[src/rtl/somador_4bits_pkg.sv]
// Shared definitions for the registered 4-bit ripple-carry adder.
package somador_4bits_pkg;

    localparam int SOMADOR_WIDTH = 4;

    typedef logic [SOMADOR_WIDTH-1:0] operand_t;

endpackage : somador_4bits_pkg

[src/rtl/somador_4bits_if.sv]
// Operand/result bundle of the registered adder; master drives operands, slave returns the sum.
interface somador_4bits_if #(
    parameter int WIDTH = somador_4bits_pkg::SOMADOR_WIDTH
);

    logic [WIDTH-1:0] a;
    logic [WIDTH-1:0] b;
    logic [WIDTH-1:0] sum;
    logic             carry_out;

    modport master (
        output a,
        output b,
        input  sum,
        input  carry_out
    );

    modport slave (
        input  a,
        input  b,
        output sum,
        output carry_out
    );

endinterface : somador_4bits_if

[src/rtl/somador_4bits_full_adder.sv]
// One-bit full adder cell; the top chains WIDTH of these into a ripple adder.
module full_adder (
    input  logic x,
    input  logic y,
    input  logic cin,
    output logic s,
    output logic cout
);

    logic half_s;

    assign half_s = x ^ y;
    assign s      = half_s ^ cin;
    assign cout   = (x & y) | (cin & half_s);

endmodule : full_adder

[src/rtl/somador_4bits.sv]
// Registered unsigned ripple-carry adder: {carry_out, sum} = a + b, one cycle after capture.
module somador_4bits
    import somador_4bits_pkg::*;
#(
    parameter int WIDTH = SOMADOR_WIDTH
) (
    input  logic                 clk,
    input  logic                 rst,
    somador_4bits_if.slave       bus
);

    logic [WIDTH:0]   carry_s;
    logic [WIDTH-1:0] sum_s;
    logic [WIDTH:0]   result_r;

    assign carry_s[0] = 1'b0;

    genvar i;
    generate
        for (i = 0; i < WIDTH; i++) begin : g_stage
            full_adder u_fa (
                .x    (bus.a[i]),
                .y    (bus.b[i]),
                .cin  (carry_s[i]),
                .s    (sum_s[i]),
                .cout (carry_s[i+1])
            );
        end
    endgenerate

    // Output register: reset wins over the operands captured on the same edge.
    always_ff @(posedge clk) begin
        if (rst) begin
            result_r <= {(WIDTH+1){1'b0}};
        end else begin
            result_r <= {carry_s[WIDTH], sum_s};
        end
    end

    assign bus.sum       = result_r[WIDTH-1:0];
    assign bus.carry_out = result_r[WIDTH];

endmodule : somador_4bits

[src/flat_wrapper.sv]
// flat-port wrapper written by rule: the top's interface ports become plain ports
module somador_4bits_flat import somador_4bits_pkg::*;
#(
    parameter int WIDTH = SOMADOR_WIDTH
)
  (clk, rst, bus_a, bus_b, bus_sum, bus_carry_out);
  somador_4bits_if #(.WIDTH(WIDTH)) bus_i ();
  input  logic clk;
  input  logic rst;
  input wire logic [$bits(bus_i.a)-1:0] bus_a;
  input wire logic [$bits(bus_i.b)-1:0] bus_b;
  output wire logic [$bits(bus_i.sum)-1:0] bus_sum;
  output wire logic [$bits(bus_i.carry_out)-1:0] bus_carry_out;
  assign bus_i.a = bus_a;
  assign bus_i.b = bus_b;
  assign bus_sum = bus_i.sum;
  assign bus_carry_out = bus_i.carry_out;
  somador_4bits #(.WIDTH(WIDTH)) u_core (.clk(clk), .rst(rst), .bus(bus_i));
endmodule
[config.mk]
export PLATFORM = sky130hd
export DESIGN_NAME = somador_4bits_flat
export DESIGN_NICKNAME = d
export VERILOG_FILES = /design/src/rtl/somador_4bits_pkg.sv /design/src/rtl/somador_4bits_if.sv /design/src/rtl/somador_4bits_full_adder.sv /design/src/rtl/somador_4bits.sv /design/src/flat_wrapper.sv
export SDC_FILE = /design/constraint.sdc
export NUM_CORES = 1
export LEC_CHECK = 0
export ABC_AREA = 1
export CAP_MARGIN = 20
export CORE_AREA = 3 3 40 42
export DETAILED_ROUTE_END_ITERATION = 6
export DIE_AREA = 0 0 43 45
export PLACE_DENSITY_LB_ADDON = 0.2
export REMOVE_ABC_BUFFERS = 1
export SYNTH_ARGS = -nofsm -noshare
export SYNTH_HDL_FRONTEND = slang
export SYNTH_HIERARCHICAL = 1
export SYNTH_SLANG_ARGS = --single-unit
export TNS_END_PERCENT = 5
[constraint.sdc]
create_clock -name clk -period 6.4 [get_ports clk]
set_input_delay 0.96 -clock clk [delete_from_list [all_inputs] [get_ports clk]]
set_output_delay 0.96 -clock clk [all_outputs]
set_load 0.005 [all_outputs]
== After elaboration in Yosys (flattened, before gate mapping) ==
Index checks and enable logic that the tools add are counted.

* Bits in registers: 5
* Memory bits (read-only): 0
* Bits in writable memories: 0
* Memories: 0
* Latch bits: 0
* Input bits: 10

* Reductions and logical operators: 0
* Bitwise gates (word level): 17
* Add/sub/neg operators: 0
* Shift-type cells: 0
* Magnitude comparators: 0
* Mux-type cells: 0
* Divide/modulo/power cells: 0
* Equality and inequality tests: 0
* Multipliers: 0

{| class="wikitable"
|+ Operators by type and width
! operator !! number
|-
| bitwise AND 1 bit || 7
|-
| XOR 1 bit || 7
|-
| bitwise OR 1 bit || 3
|}

== Logic depth before layout (Yosys ltp) ==
* Depth after elaboration: 7
* Gate-level depth with buffers: 6

== By module ==
The synthesis kept the hierarchy.

{| class="wikitable"
|+ By module, submodules not included
! module !! cells an instance !! area an instance (sq um) !! instances !! sequential area each (sq um)
|-
| somador_4bits || 16 || 141.4 || 1 || 100.1
|-
| full_adder || 1 || 20.0 || 4 || 0.0
|}

== Least setup slack after synthesis ==
OpenSTA, ideal clock, no wires.

* Path kind: in2reg
* Start: input port bus_b[0]
* End: register u_core.result_r[3]
* Stages on the path: 6
* Data arrival time: 2.708 ns
* Path buffers: 0
* Slack: 3.628 ns
* Setup time: 0.064 ns
* Path through: fa_1 > fa_1 > fa_1 > fa_1 > inv_1 > nor2_1

* Cells in the longest elaborated chain, start to end: 6

{| class="wikitable"
|+ Ends and longest elaborated chain
! element !! RTL line !! text
|-
| from (decl) || flat_wrapper.sv:11 || <nowiki>input wire logic [$bits(bus_i.b)-1:0] bus_b;</nowiki>
|-
| bitwise AND 1 bit (2 in series) || somador_4bits_full_adder.sv:14 || <nowiki>assign cout = (x & y) | (cin & half_s);</nowiki>
|-
| bitwise OR 1 bit || somador_4bits_full_adder.sv:14 ||
|-
| named net u_core.carry_s[2] || somador_4bits.sv:12 || <nowiki>logic [WIDTH:0] carry_s;</nowiki>
|-
| bitwise AND 1 bit || somador_4bits_full_adder.sv:14 ||
|-
| bitwise OR 1 bit || somador_4bits_full_adder.sv:14 ||
|-
| named net u_core.carry_s[3] || somador_4bits.sv:12 ||
|-
| XOR 1 bit || somador_4bits_full_adder.sv:13 || <nowiki>assign s = half_s ^ cin;</nowiki>
|-
| named net u_core.sum_s[3] || somador_4bits.sv:13 || <nowiki>logic [WIDTH-1:0] sum_s;</nowiki>
|-
| to (signal assigned) || somador_4bits.sv:34 || <nowiki>result_r <= {(WIDTH+1){1'b0}};</nowiki>
|-
| to (signal assigned) || somador_4bits.sv:36 || <nowiki>result_r <= {carry_s[WIDTH], sum_s};</nowiki>
|-
| to (decl) || somador_4bits.sv:14 || <nowiki>logic [WIDTH:0] result_r;</nowiki>
|}

The timed path passes the listed nets, and every way through them passes these cells.
A chain may end at the register's enable or synchronous reset.

== Worst setup path after layout ==
* Start: input port bus_b[0]
* End: register u_core.result_r[3]

* Cells in the longest elaborated chain, start to end: 6

{| class="wikitable"
|+ Ends and longest elaborated chain
! element !! RTL line
|-
| bitwise AND 1 bit || somador_4bits_full_adder.sv:14
|-
| named net u_core.carry_s[1] || somador_4bits.sv:12
|-
| bitwise AND 1 bit || somador_4bits_full_adder.sv:14
|-
| bitwise OR 1 bit || somador_4bits_full_adder.sv:14
|-
| named net u_core.carry_s[2] || somador_4bits.sv:12
|-
| bitwise AND 1 bit || somador_4bits_full_adder.sv:14
|-
| bitwise OR 1 bit || somador_4bits_full_adder.sv:14
|-
| named net u_core.carry_s[3] || somador_4bits.sv:12
|-
| XOR 1 bit || somador_4bits_full_adder.sv:13
|-
| named net u_core.sum_s[3] || somador_4bits.sv:13
|}

The timed path passes the listed nets, and every way through them passes these cells.

==> results.md <==
- The flow ran to the end, and the final reports show no timing, DRC or antenna violations.
- The number of setup buffers added after CTS is 0.
- In this run the horizontal extent of the chip is 43 microns.
- The placed standard-cell area is 380 sq um.
- The TritonCTS clock tree is built.
- After synthesis, the share of flip-flops with an asynchronous set or reset is 0.
- The final max-slew violation count is 0.
- After synthesis the cells add up to 221 sq um.
- The register with the most flip-flops is u_core/result_r.
- The number of antenna violations at the first check in global routing is 0.
- The type of element capturing the critical path is a flop.
- The first-pass GRT wire length is 593 microns.
- The effective utilization at floorplan is 0.172.
- The total number of nets in the final design is 53.
- The data arrival time of the critical path is 3190 ps.
- The number of distinct library cells after synthesis is 5.
- The internal cell power is 0.0000723 W.
- Clock-pin slew was measured on the worst setup and hold paths at 40 ps.
- For this run, the register share of the synthesized area comes to 0.452.
- The synthesized design contains 5 register bits.
- Of all nets on the critical path, the largest fanout is 1.
- The multi-input logic area is 103 sq um.
- The ratio of final minimum period to clock period is 0.470.
- The total clock sinks is 5.
- The first detailed-routing pass took 4 iterations.
- In this run the core area contains 13 standard-cell rows.
- The area growth from synthesis to layout is 83.6%.
- The detailed-route vias per instance is 3.26.
- For this design the ratio of total power to cell area is 227 nW/um^2.
- In this run the vertical extent of the chip is 45 microns.
- Gates resized during post-CTS repair numbered 0.
- The maximum achievable frequency is 332 MHz.
- After detailed routing, the number of remaining DRC violations is 0.
- Of the total power, combinational logic draws 0.229.
- The library cell used as clock root buffer is clkbuf_4.
- The routed layout has 173 vias.
- The type of the tightest min-delay check is input pin to flop.
- Setup repair after global routing left no endpoint under its margin.
- The final-report hold violation count is 0.
- The number of primary I/O pins is 15.
- Summed over all layers, the global routing overflow is 0.
- STA puts the critical path data required time at 6580 ps.
- VDD sags by at most 0.0508 mV.
- The core region is 1280 sq um.
- For this run, the total global-route usage over all layers was measured as 0.0477.
- The most frequently used flop master after synthesis is dfxtp_1.
- The synthesized instance count is 20.
- After synthesis, the most frequently instantiated cells are 5 x dfxtp_1, 5 x inv_1, 5 x nor2_1.
- In the final timing run, aggregate negative setup slack is 0 ps.
- The number of hold buffers added after CTS was 0.
- Clock tree synthesis inserted a total of 3 buffers.
- 0 antenna diodes ended up in the layout.
- The setup path with the least slack is of type input pin to flop.
- The count of nets left with antenna violations once routing finished came out at 0.
- The die covers 1940 sq um.
- Yosys printed 6 warnings.
- The final standard cell area without fillers is 407 sq um.
- The proportion of power drawn by the clock network is 0.385.
- The max-capacitance violation count is 0.
- In this run the mean area of a mapped cell was 11.1 sq um.
- The first routing iteration left 6 violations.
- The net switching share of the total power is 0.217.
- After detailed routing, the average wire length per cell comes to 6.81 microns.
- The longest clock path from root to sink contains 2 buffers.
- STA classifies the critical path startpoint as an input pin.
- The number of global-route vias before repair is 184.
- The detailed-route wire length is 361 microns.
- In the final layout, the registers with the most flip-flops are u_core/result_r: 5 flops.
- At the end of routability-driven placement, the weighted congestion stood at 0.559.
- After filler insertion, the fill cell instance count of the layout stands at 136.
- Setup violations remaining at the end of the flow were counted as 0.
- Of the total power, registers draw 0.385.
- Of the cells placed in the final design, the portion with a size suffix greater than 1 is 0.0789.
- Entering global routing, the biggest net connects 6 pins.
- In this run the number of H-tree levels came out at 1.
- In the final layout, flip-flops and latches occupy 100 sq um.
- The clock period could shrink to 3010 ps.
- The number of flip-flops under the largest register name is 5.
- The largest area contributor in the netlist is dfxtp_1.
- In this run the static leakage power is 0.179 nW.
- By area the synthesized netlist is led by dfxtp_1 45%, fa_1 36%, inv_1 8.5%.
- The synthesized design contains 0 enable-type register cells.
- Of the post-synthesis cell area, the dominant cell type holds 0.452.
- The count of port buffers added during placement is 14.
- The total net switching power is 0.0000200 W.
==> metal layers <==
| layer | track usage | wire length, microns |
|---|---|---|
| met5 | 0 | 0 |
| met1 | 0.0342 | 126 |
| met3 | 0.0120 | 38 |
| met4 | 0.0904 | 0 |
| met2 | 0.0749 | 195 |
==> placed cells by master (no fill, tap or decap) <==
| master | count |
|---|---|
| nor2_1 | 5 |
| clkbuf_1 | 1 |
| dfxtp_1 | 5 |
| conb_1 | 1 |
| clkbuf_4 | 3 |
| fa_1 | 4 |
| inv_1 | 5 |
| clkdlybuf4s50_1 | 14 |
==> worst max-delay path: stages <==
cell and delay [ps]:
clkdlybuf4s50_1 430, fa_1 440, fa_1 380, fa_1 390
fa_1 480, inv_1 40, nor2_1 60
==> final cells by class <==
cell class | instances | share of cell area
clock buffers | 4 | 0.0646
inverters | 5 | 0.0462
multi-input cells | 10 | 0.252
flip-flops and latches | 5 | 0.246
well taps | 15 | 0.0462
repair buffers | 14 | 0.345
==> logic make-up (layout without fill, tap and decap cells) <==
kind of cell             count (synthesis)  in the layout  synth area share
adder cells (fa/ha/maj)                  4              4             0.362
buffers and inverters                    5             23            0.0848
flip-flops                               5              5             0.452
other                                    1              1            0.0169
AND/OR/NAND/NOR                          5              5            0.0848
==> through the flow <==
step | setup WS [ps] | hold slack (ps) | utilization | cells | total power (W)
after global routing | 3280 | 1370 | 0.316 | 53 | 0.0000992
final | 3390 | 1350 | 0.316 | 53 | 0.0000923
after global placement | 3140 | 1600 | 0.296 | 49 | 0.0000577
after CTS | 3390 | 1350 | 0.316 | 53 | 0.0000947
after detailed placement | 3130 | 1590 | 0.296 | 49 | 0.0000579
after floorplan | 3630 | 1030 | - | 20 | 0.0000432
==> power by group through the flow <==
stage           logic [W]  clock network (W)  registers, W
4_1_cts         0.0000218          0.0000373     0.0000356
2_1_floorplan  0.00000648                  0     0.0000367
3_3_place_gp    0.0000216                  0     0.0000361
3_5_place_dp    0.0000217                  0     0.0000362
5_1_grt         0.0000240          0.0000393     0.0000359
6_report        0.0000212          0.0000356     0.0000356
==> worst paths after layout <==
path | from | to | depth (start not counted)
worst min-delay path | rst | u_core/result_r[3] | 2
worst max-delay path | bus_b[0] | u_core/result_r[3] | 7
(Power assumes the default switching activity.)
